--- config.mk ---
export PLATFORM = sky130hd
export DESIGN_NAME = sim_cycle_timer
export DESIGN_NICKNAME = d
export VERILOG_FILES = /design/src/rtl/sim_cycle_timer_pkg.sv /design/src/rtl/sim_cycle_timer_tick_channel.sv /design/src/rtl/sim_cycle_timer.sv
export SDC_FILE = /design/constraint.sdc
export NUM_CORES = 1
export LEC_CHECK = 0
export CORE_UTILIZATION = 56
export CTS_BUF_LIST = sky130_fd_sc_hd__clkbuf_16
export CTS_CLUSTER_DIAMETER = 150
export DETAILED_ROUTE_END_ITERATION = 6
export HOLD_SLACK_MARGIN = 0.15
export PLACE_DENSITY = 0.8
export SLEW_MARGIN = 15
export SYNTH_ARGS = -nofsm -noshare
export SYNTH_HDL_FRONTEND = slang
export SYNTH_SLANG_ARGS = --single-unit
--- constraint.sdc ---
create_clock -name clk -period 2.4 [get_ports clk]
set_clock_uncertainty 0.2 [all_clocks]
set_input_delay 0.36 -clock clk [delete_from_list [all_inputs] [get_ports clk]]
set_output_delay 0.36 -clock clk [all_outputs]
set_load 0.03 [all_outputs]
--- src/rtl/sim_cycle_timer_pkg.sv ---
// Shared types for the simulation run-control timer.
// Latency: n/a (types only).
// Backpressure: n/a (types only).
//
// Contents:
//   timer_state_e  - run-control FSM state encoding
//   TIMER_STATE_W  - width of the encoded state
package sim_timer_pkg;

    localparam int TIMER_STATE_W = 2;

    // IDLE  : waiting for start, counters frozen at their last value
    // RUN   : counting one cycle per clock
    // PAUSE : counters held while pause is high
    // DONE  : single-cycle terminal state of a bounded run
    typedef enum logic [TIMER_STATE_W-1:0] {
        IDLE  = 2'd0,
        RUN   = 2'd1,
        PAUSE = 2'd2,
        DONE  = 2'd3
    } timer_state_e;

endpackage : sim_timer_pkg

--- src/rtl/sim_cycle_timer_tick_channel.sv ---
// One periodic tick channel: phase counter that wraps at period-1.
// Latency: tick is decoded combinationally from the phase register (no input-to-output path).
// Backpressure: none; phase advances whenever count_en is high.
//
// Ports:
//   clk, rst_n  - clock, asynchronous active-low reset
//   clear       - synchronous phase clear (run launch)
//   count_en    - advance phase this cycle
//   period      - latched period; 0 disables the channel
//   tick        - high while phase == period-1 (caller gates with RUN)
module tick_channel #(
    parameter int WIDTH = 8
) (
    input  logic             clk,
    input  logic             rst_n,
    input  logic             clear,
    input  logic             count_en,
    input  logic [WIDTH-1:0] period,
    output logic             tick
);

    logic [WIDTH-1:0] r_phase;
    logic             w_enabled;
    logic             w_at_end;

    assign w_enabled = (period != '0);
    assign w_at_end  = w_enabled && (r_phase == (period - WIDTH'(1)));

    always_ff @(posedge clk or negedge rst_n) begin
        if (!rst_n) begin
            r_phase <= '0;
        end else if (clear) begin
            r_phase <= '0;
        end else if (count_en) begin
            // A disabled channel parks at 0 so enabling it on the next
            // launch always starts from a clean phase.
            if (w_at_end || !w_enabled) begin
                r_phase <= '0;
            end else begin
                r_phase <= r_phase + WIDTH'(1);
            end
        end
    end

    assign tick = w_at_end;

endmodule : tick_channel

--- src/rtl/sim_cycle_timer.sv ---
// Run-control cycle timer: bounded or free-running count with pause/abort, done pulse and periodic ticks.
// Latency: start at edge k gives busy=1, cycle=0 in cycle k+1; all outputs decoded from registers.
// Backpressure: pause holds all counters; abort returns to IDLE with no done pulse.
//
// Ports:
//   clk, rst_n   - clock, asynchronous active-low reset
//   start        - launch a run (honoured in IDLE/DONE only)
//   pause        - level; hold counting while high
//   abort        - end the run immediately; overrides start and pause
//   run_len      - cycles per run, latched at launch; 0 = free-running
//   tick_period  - NUM_CH packed periods, latched at launch; 0 = channel off
//   cycle        - current run cycle index
//   busy         - RUN or PAUSE
//   done         - one-cycle pulse after the final counted cycle
//   tick         - per-channel periodic pulse
//   wrapped      - one-cycle pulse when a free-running count returns to 0
module sim_cycle_timer
    import sim_timer_pkg::*;
#(
    parameter int WIDTH  = 8,
    parameter int NUM_CH = 2
) (
    input  logic                    clk,
    input  logic                    rst_n,
    input  logic                    start,
    input  logic                    pause,
    input  logic                    abort,
    input  logic [WIDTH-1:0]        run_len,
    input  logic [NUM_CH*WIDTH-1:0] tick_period,
    output logic [WIDTH-1:0]        cycle,
    output logic                    busy,
    output logic                    done,
    output logic [NUM_CH-1:0]       tick,
    output logic                    wrapped
);

    timer_state_e              r_state;
    timer_state_e              w_state_nxt;
    logic [WIDTH-1:0]          r_cycle;
    logic [WIDTH-1:0]          r_run_len;
    logic [NUM_CH*WIDTH-1:0]   r_tick_period;
    logic                      r_counted;     // at least one cycle counted this run
    logic                      w_launch;
    logic                      w_count_en;
    logic                      w_final;
    logic                      w_in_run;
    logic [NUM_CH-1:0]         w_tick_raw;

    assign w_in_run = (r_state == RUN);

    // Last cycle of a bounded run. The counter does not step past it, so a
    // pause taken here resumes on the same index and done follows one
    // cycle after resuming.
    assign w_final = (r_run_len != '0) && (r_cycle == (r_run_len - WIDTH'(1)));

    // ------------------------------------------------------------------
    // FSM next state
    // ------------------------------------------------------------------
    always_comb begin
        w_state_nxt = r_state;
        w_launch    = 1'b0;
        w_count_en  = 1'b0;
        case (r_state)
            IDLE: begin
                if (start && !abort) begin
                    w_state_nxt = RUN;
                    w_launch    = 1'b1;
                end
            end
            RUN: begin
                // Every RUN cycle counts, including the one in which pause
                // or abort is sampled; only the final cycle holds.
                w_count_en = !w_final;
                if (abort) begin
                    w_state_nxt = IDLE;
                end else if (pause) begin
                    w_state_nxt = PAUSE;
                end else if (w_final) begin
                    w_state_nxt = DONE;
                end
            end
            PAUSE: begin
                if (abort) begin
                    w_state_nxt = IDLE;
                end else if (!pause) begin
                    w_state_nxt = RUN;
                end
            end
            DONE: begin
                // Back-to-back runs relaunch straight from DONE.
                if (start && !abort) begin
                    w_state_nxt = RUN;
                    w_launch    = 1'b1;
                end else begin
                    w_state_nxt = IDLE;
                end
            end
            default: begin
                w_state_nxt = IDLE;
            end
        endcase
    end

    always_ff @(posedge clk or negedge rst_n) begin
        if (!rst_n) begin
            r_state <= IDLE;
        end else begin
            r_state <= w_state_nxt;
        end
    end

    // ------------------------------------------------------------------
    // Cycle counter, config latches and run-progress flag
    // ------------------------------------------------------------------
    always_ff @(posedge clk or negedge rst_n) begin
        if (!rst_n) begin
            r_cycle <= '0;
        end else if (w_launch) begin
            r_cycle <= '0;
        end else if (w_count_en) begin
            r_cycle <= r_cycle + WIDTH'(1);
        end
    end

    always_ff @(posedge clk or negedge rst_n) begin
        if (!rst_n) begin
            r_run_len     <= '0;
            r_tick_period <= '0;
        end else if (w_launch) begin
            r_run_len     <= run_len;
            r_tick_period <= tick_period;
        end
    end

    // Distinguishes cycle==0 at the start of a run from cycle==0 after a
    // free-running wrap.
    always_ff @(posedge clk or negedge rst_n) begin
        if (!rst_n) begin
            r_counted <= 1'b0;
        end else if (w_launch) begin
            r_counted <= 1'b0;
        end else if (w_count_en) begin
            r_counted <= 1'b1;
        end
    end

    // ------------------------------------------------------------------
    // Tick channels
    // ------------------------------------------------------------------
    for (genvar g = 0; g < NUM_CH; g++) begin : g_ch
        tick_channel #(
            .WIDTH(WIDTH)
        ) u_tick_channel (
            .clk      (clk),
            .rst_n    (rst_n),
            .clear    (w_launch),
            .count_en (w_count_en),
            .period   (r_tick_period[g*WIDTH +: WIDTH]),
            .tick     (w_tick_raw[g])
        );
    end

    // ------------------------------------------------------------------
    // Outputs (registers only)
    // ------------------------------------------------------------------
    assign cycle   = r_cycle;
    assign busy    = (r_state == RUN) || (r_state == PAUSE);
    assign done    = (r_state == DONE);
    assign tick    = w_tick_raw & {NUM_CH{w_in_run}};
    assign wrapped = w_in_run && (r_run_len == '0) && (r_cycle == '0) && r_counted;

endmodule : sim_cycle_timer

==> impl_metrics.csv, run 1 <==
group,metric,value,unit
drt,final_antenna_net_count,0,
cells_and_area,seq_area,0.001281,mm2
timing,period_minus_slack,2.612,ns
cells_and_area,syn_to_final_growth,29.95,%
die,fp.dieW,79.79,um
setup_path,endpoint_kind,"primary output",
die,dieHeight,79.79,um
global_route,grt_pass1_vias,3047,
clocking,path_clk_slew,0.07,ns
global_route,top_usage_layer,"met2",
cells_and_area,multi_input_area,0.002107,mm2
setup_path,worst_ep_arrival_time,2.05,ns
clocking,cts_buffers,5,
cells_and_area,drive_gt1_frac,0.2115,
logic_synthesis,syn-instance-count,399,
logic_synthesis,synth_edf_count,0,
cells_and_area,fin_util,0.7758,
timing,period_share,1.088,
global_route,grt_util_met3,0.04000,
logic_synthesis,syn_avg_cell_area,8.492,um2
timing,hold_viol,0,
placement,dp_hpwl,5595,um
setup_path,cp_cell_sequence,"inv_1 > ha_4 > nor3b_2 > xnor2_1 > nand3_1 > nor3_2 > and4_1 > buf_4",
pwr,p_per_area,1323,mW/mm2
worst_hold_path,worstHoldEndpoint,"r_counted$_DFFE_PN0P_",
logic_synthesis,synth-async-reset-ratio,1.000,
die,core-area,0.005675,mm2
die,dieArea,0.006366,mm2
global_route,use_met1,0.3811,
setup_path,ff2ff_setup_slack,-0.02,ns
clocking,cts-root-buf,"clkbuf_16",
setup_path,rr_startpoint,"r_run_len[2]$_DFFE_PN0P_",
pwr,ir_worst_vdd,0.6494,mV
timing,clock.fmax,0.3828,GHz
die,initial_core_util,0.5970,
setup_path,cpLargestDelayFamily,"simple AND/OR/NAND/NOR gates",
outcome,outcome,"finished with violations",
setup_path,reg2reg_depth,8,
global_route,grt_max_degree,52,
clocking,clockBufferDepth,2,
die,pin_count,42,
logic_synthesis,yosysSeqAreaShare,0.3767,
logic_synthesis,synth_area,0.003388,mm2
drt,dr.pass1.iters,5,
setup_path,path_buf_inv,2,
logic_synthesis,synth_top_cell_area_share,0.3767,
logic_synthesis,ys.warnings.count,0,
timing,tightest_slew,0.6535,ns
clocking,worstSkewPairLatency,0.30,ns
timing,rsz0062_at_grt,"yes",
placement,numPortBuffers,41,
drt,drc,0,
drt,routed_wl,8375,um
logic_synthesis,synthMostInstantiatedCell,"nand2_1",
drt,vias,3092,
global_route,grt_usage,0.2894,
timing,final.setup.worst_slack,-0.2122,ns
setup_path,rr_endpoint,"g_ch[1].u_tick_channel.r_phase[7]$_DFFE_PN0P_",
drt,via_per_inst,5.726,
pwr,p_leak,1.954,nW
worst_hold_path,hold_path.startpoint,"r_counted$_DFFE_PN0P_",
drt,drt_iter0_drc,203,
die,row_count,27,
timing,maxSlewHeadroom,0.5643,
placement,place_ws,-0.04048,ns
global_route,grt_first_pass_wirelength,14320,um
cells_and_area,num_antenna_cells,0,
setup_path,path_class,"flip-flop to primary output",
logic_synthesis,synth_area_leaders,"dfrtp_1, nand2_1, xor2_1",
logic_synthesis,yosysTopAreaCell,"dfrtp_1",
setup_path,start_kind,"flip-flop",
clocking,h-tree-depth,2,
clocking,cts_sinks,51,
logic_synthesis,synth.distinct_cells,53,
worst_hold_path,hold_path_class,"flip-flop to flip-flop",
setup_path,path_max_fanout,5,
outcome,violations,"negative setup slack",
logic_synthesis,syn_nets,443,
worst_hold_path,min_path_cells,2,
clocking,cts_tree,"done",
global_route,gr-total-overflow,0,
cells_and_area,fin_nets,511,
setup_path,worstPathRequired,1.84,ns
logic_synthesis,synth_common_cells,"nand2_1, dfrtp_1, nor2_1, nand3_1, xor2_1",
setup_path,critPathSlowestCell,"dfrtp_1",
placement,gp_congestion,0.8534,
drt,wl_per_cell,15.51,um
timing,maxSlewViolCount,0,
setup_path,critPathMaxStageDelay,0.38,ns
global_route,gr-usage-met2,0.4940,
run,maxCapViolCount,0,
cells_and_area,fillers,389,
timing,setup_viol,3,
logic_synthesis,ys.flop_type,"dfrtp_1",
global_route,antenna_found_initial,0,
logic_synthesis,ys_seq_elements,51,
[worst max-delay path by stage]
stage / from / to / slack (ns) / cells after the start
2_1_floorplan: r_tick_period[0]$_DFFE_PN0P_ / tick[0] / 0.005 / 8
3_3_place_gp: r_run_len[0]$_DFFE_PN0P_ / g_ch[1].u_tick_channel.r_phase[2]$_DFFE_PN0P_ / 0.06 / 8
3_5_place_dp: r_tick_period[9]$_DFFE_PN0P_ / g_ch[1].u_tick_channel.r_phase[0]$_DFFE_PN0P_ / -0.04 / 9
4_1_cts: r_tick_period[0]$_DFFE_PN0P_ / tick[0] / -0.14 / 8
5_1_grt: r_tick_period[9]$_DFFE_PN0P_ / tick[1] / -0.28 / 8
6_report: r_tick_period[9]$_DFFE_PN0P_ / tick[1] / -0.21 / 8
[cells in the final DEF (no fill, tap or decap), drive strengths merged, types with 3 or more instances in the layout]
master | netlist | final
o22ai | 3 | 3
nand4 | 8 | 8
a31oi | 3 | 3
a311oi | 4 | 4
inv | 16 | 16
nor2 | 32 | 32
buf | 6 | 43
nor2b | 4 | 4
ha | 15 | 15
clkbuf | 14 | 5
nor3b | 3 | 3
nor3 | 13 | 13
nand3 | 25 | 25
nand2 | 91 | 91
o311ai | 6 | 6
nand3b | 3 | 3
a21oi | 9 | 9
xnor2 | 14 | 14
and4 | 4 | 4
xor2 | 24 | 24
dfrtp | 51 | 51
nor4 | 5 | 5
or2 | 6 | 6
nand2b | 4 | 4
o211ai | 3 | 3
mux2i | 3 | 3
clkdlybuf4s50 | 0 | 36
o21ai | 13 | 13
[cell type report]
type,instances,share of cell area
multi-input cells,312,0.4785
flip-flops and latches,51,0.2910
repair buffers,81,0.1634
well taps,72,0.02046
inverters,16,0.01364
clock buffers,5,0.02842
clock inverters,3,0.004547
[logic make-up (layout without fill, tap and decap cells)]
logic type / Yosys count / count (layout) / share of synthesized area
simple gates: 205 / 205 / 0.2925
buf+inv: 36 / 105 / 0.04579
mux: 3 / 3 / 0.008863
compound gates: 51 / 51 / 0.1226
flops: 51 / 51 / 0.3767
xor+xnor: 38 / 38 / 0.09823
fa+ha+maj: 15 / 15 / 0.05539
[metrics by stage]
step	cell area (um2)	total power (W)	hold slack (ns)	cells	setup TNS, ns
2_1_floorplan	3420	0.003749	-0.1356	399	0
3_3_place_gp	4058	0.004550	0.2936	523	0
3_5_place_dp	4058	0.004694	0.3118	523	-0.04193
4_1_cts	4345	0.005661	0.3294	539	-0.2645
5_1_grt	4403	0.006241	0.3445	540	-1.360
6_report	4403	0.005827	0.3289	540	-0.4407
[repair_timing]
item | 4_1_cts | 5_1_grt
setup endpoints to repair | 9 | 27
endpoints found under the hold margin | 51 | 0
pin swaps | 5 | 2
hold buffers | 1 | 0
setup buffers | 7 | 1
resized for setup | 24 | 10
[power breakdown]
| part | leakage (nW) | switching, W | internal, W | total (W) |
|---|---|---|---|---|
| sequential | 0.631 | 0.000476 | 0.00120 | 0.00167 |
| combinational | 1.26 | 0.00185 | 0.00158 | 0.00343 |
| clock | 0.0658 | 0.000338 | 0.000385 | 0.000723 |
| total | 1.95 | 0.00266 | 0.00317 | 0.00583 |
[registers in the layout, indices dropped and copies added (netlist names)]
register,flops
g_ch.u_tick_channel.r_phase,16
r_tick_period,16
cycle,8
r_run_len,8
r_state,2
r_counted,1
[worst register-to-register path: cells and delay by family (launching register included)]
family,cells,cell delay (ns)
compound gates,3,0.92
simple gates,3,0.45
flops,1,0.43
buf+inv,2,0.34
[metal layers]
| metal | wire [um] | share of wire | up-vias |
|---|---|---|---|
| li1 | - | - | 1494 |
| met1 | 3737 | 0.45 | 1521 |
| met2 | 4254 | 0.51 | 65 |
| met3 | 262 | 0.031 | 12 |
| met4 | 121 | 0.014 | 0 |
| met5 | 0 | 0 | - |
Power figures use the tool's default switching activity.
==> run 2: changes to the inputs <==
--- a/config.mk
+++ b/config.mk
@@ -5,6 +5,8 @@
 export SDC_FILE = /design/constraint.sdc
 export NUM_CORES = 1
 export LEC_CHECK = 0
+export ABC_AREA = 0
+export CORE_MARGIN = 8
 export CORE_UTILIZATION = 56
 export CTS_BUF_LIST = sky130_fd_sc_hd__clkbuf_16
 export CTS_CLUSTER_DIAMETER = 150
==> run 2 against run 1 <==
The flow still finishes with violations (negative setup slack). Cell area increased by 7.8%. Hold slack improved by 0.012 ns. Non-clock buffer count increased by 19. Cell count increased by 4.1%. Die area increased by 38%. Flip-flop and latch count unchanged. Combinational power increased by 20%. Sequential power about the same. Core utilization increased by 3.1 points. Wire length increased by 20%. Sequential share of layout area decreased by 2.0 points. First-iteration DRC count increased by 21%. Critical path type unchanged.
==> impl_metrics.csv, run 2 (same netlist as run 1, synthesis figures left out) <==
group,metric,value,unit
outcome,outcome,"finished with violations",
outcome,violations,"negative setup slack",
placement,place_ws,-0.02545,ns
setup_path,path_buf_inv,2,
cells_and_area,fin_cells,562,
setup_path,start_kind,"flip-flop",
cells_and_area,largestRegisters,"g_ch.u_tick_channel.r_phase (16), r_tick_period (16)",
clocking,path_clk_slew,0.07,ns
die,fp.dieW,93.79,um
cells_and_area,layout_commonest_cell,"nand2_1",
setup_path,worstPathRequired,1.84,ns
drt,via_per_inst,5.925,
timing,hold_viol,0,
cells_and_area,design_area,0.004746,mm2
die,initial_core_util,0.5757,
die,dieArea,0.008796,mm2
clocking,h-tree-depth,2,
placement,placedCellCount,527,
die,pin_count,42,
die,dieHeight,93.79,um
global_route,grt_pass1_vias,3177,
pwr,p_comb_frac,0.623,
pwr,p_leak,2.116,nW
clocking,clockBufferDepth,2,
cells_and_area,fillers,360,
clocking,cts_tree,"done",
setup_path,path_class,"flip-flop to primary output",
drt,drc,0,
placement,numPortBuffers,41,
cells_and_area,fin_nets,530,
setup_path,worst_ep_arrival_time,2.04,ns
pwr,p_sw,0.002998,W
global_route,grt_first_pass_wirelength,14790,um
setup_path,cpLargestDelayFamily,"simple AND/OR/NAND/NOR gates",
timing,maxSlewViolCount,0,
global_route,grt_usage,0.2067,
timing,final.setup.worst_slack,-0.2013,ns
die,row_count,28,
setup_path,crit_path_start,"r_tick_period[9]$_DFFE_PN0P_",
drt,wl_per_cell,17.84,um
worst_hold_path,hold_path_class,"flip-flop to flip-flop",
global_route,grt_max_degree,33,
cells_and_area,final_cell_mix,"nand2_1, buf_4, dfrtp_1",
drt,vias,3330,
timing,setup_tns,-1.666,ns
run,maxCapViolCount,0,
cells_and_area,syn_to_final_growth,40.07,%
timing,clock.fmax,0.3844,GHz
timing,rsz0062_at_grt,"yes",
timing,maxSlewHeadroom,0.6911,
placement,dp_hpwl,5884,um
timing,period_minus_slack,2.601,ns
pwr,internal_power,0.003602,W
pwr,p_per_area,1391,mW/mm2
pwr,p_sw_frac,0.4543,
pwr,pwr-share-seq,0.252,
drt,final_antenna_net_count,0,
die,core-area,0.005886,mm2
cells_and_area,drive_gt1_frac,0.2895,
worst_hold_path,hold_path.startpoint,"r_counted$_DFFE_PN0P_",
setup_path,path_max_fanout,3,
setup_path,critPathMaxStageDelay,0.38,ns
drt,routed_wl,10030,um
clocking,cts-root-buf,"clkbuf_16",
pwr,total_power,0.006600,W
placement,dpl_cell_area,0.004069,mm2
clocking,cts_sinks,51,
global_route,antenna_found_initial,0,
placement,gp_congestion,0.8292,
timing,setup_viol,23,
drt,drt_iter0_drc,246,
setup_path,rr_startpoint,"r_run_len[5]$_DFFE_PN0P_",
drt,dr.pass1.iters,4,
setup_path,critPathSlowestCell,"dfrtp_1",
setup_path,cp_cell_sequence,"inv_2 > ha_4 > xor2_2 > o31a_1 > nor3_4 > and4_1 > buf_6",
timing,period_share,1.084,
clocking,worstSkewPairLatency,0.29,ns
setup_path,endpoint_kind,"primary output",
pwr,pwr-share-clk,0.124,
clocking,cts_buffers,5,
global_route,gr-total-overflow,0,
cells_and_area,num_antenna_cells,0,
pwr,ir_worst_vdd,0.7549,mV
timing,tightest_slew,0.4634,ns
-- run 2: cell count changes in the layout (fill, tap and decap cells not counted), moves of 3 or more --
cell	delta
buf_6	+8
nand3_1	-4
nand2_2	+6
nand2_1	-7
buf_4	+11
nand3_2	+4
xnor2_2	+3
xnor2_1	-3
-- run 2: power by group through the flow --
| stage | registers, W | logic (W) | clock network, W |
|---|---|---|---|
| floorplan | 0.00157 | 0.00218 | 0 |
| global placement | 0.00162 | 0.00289 | 0 |
| detailed placement | 0.00165 | 0.00301 | 0 |
| CTS | 0.00165 | 0.00333 | 0.000825 |
| global route | 0.00170 | 0.00446 | 0.000852 |
| finish | 0.00166 | 0.00411 | 0.000821 |
-- run 2: metrics by stage --
| stage | hold slack [ns] | util |
|---|---|---|
| after floorplan | -0.1356 | - |
| after global placement | 0.1320 | 0.6913 |
| after detailed placement | 0.1380 | 0.6913 |
| after CTS | 0.3176 | 0.7498 |
| after global routing | 0.3668 | 0.8063 |
| final | 0.3413 | 0.8063 |
-- run 2: per-layer routing --
| metal | vias up | wire [um] | GRT usage |
|---|---|---|---|
| met5 | - | 0 | 0 |
| met4 | 0 | 309 | 0.08454 |
| met3 | 32 | 554 | 0.03757 |
| met2 | 113 | 5161 | 0.3501 |
| met1 | 1645 | 4000 | 0.2517 |
| li1 | 1540 | - | - |
-- run 2: path summary, 6_finish.rpt --
check,endpoint,slack (ns),depth (start not counted)
worst max-delay path,tick[1],-0.20,7
worst min-delay path,r_counted$_DFFE_PN0P_,0.34,2
worst max register to register,g_ch[1].u_tick_channel.r_phase[2]$_DFFE_PN0P_,-0.13,8
worst min register to register,r_counted$_DFFE_PN0P_,0.34,2
max in group asynchronous,g_ch[1].u_tick_channel.r_phase[3]$_DFFE_PN0P_,1.11,3
min in group asynchronous,r_tick_period[14]$_DFFE_PN0P_,0.35,2
-- run 2: worst register-to-register path: stages (launching register included) --
cell,delay (ns)
dfrtp_2,0.44
or2_0,0.21
a221o_1,0.29
and4_1,0.16
o41a_1,0.53
buf_6,0.19
nand3_1,0.09
o211ai_1,0.11
nor3_1,0.20
-- run 2: area by class of cell --
type / instances / area (um2) / area share
multi-input combinational: 312 / 2250 / 0.4740
tap: 75 / 93.84 / 0.01977
clock buffer: 5 / 125.1 / 0.02636
timing repair buffer: 100 / 892.1 / 0.1880
sequential: 51 / 1284 / 0.2705
clock inverter: 3 / 41.29 / 0.008700
inverter: 16 / 60.06 / 0.01265
-- run 2: timing repair --
item / 4_1_cts / 5_1_grt
setup buffers: 11 / 13
pin swaps: 12 / 25
gates resized for setup: 25 / 52
gates cloned: 0 / 2
hold endpoints to repair: 19 / 0
hold buffers: 1 / 0
setup endpoints to repair: 12 / 27
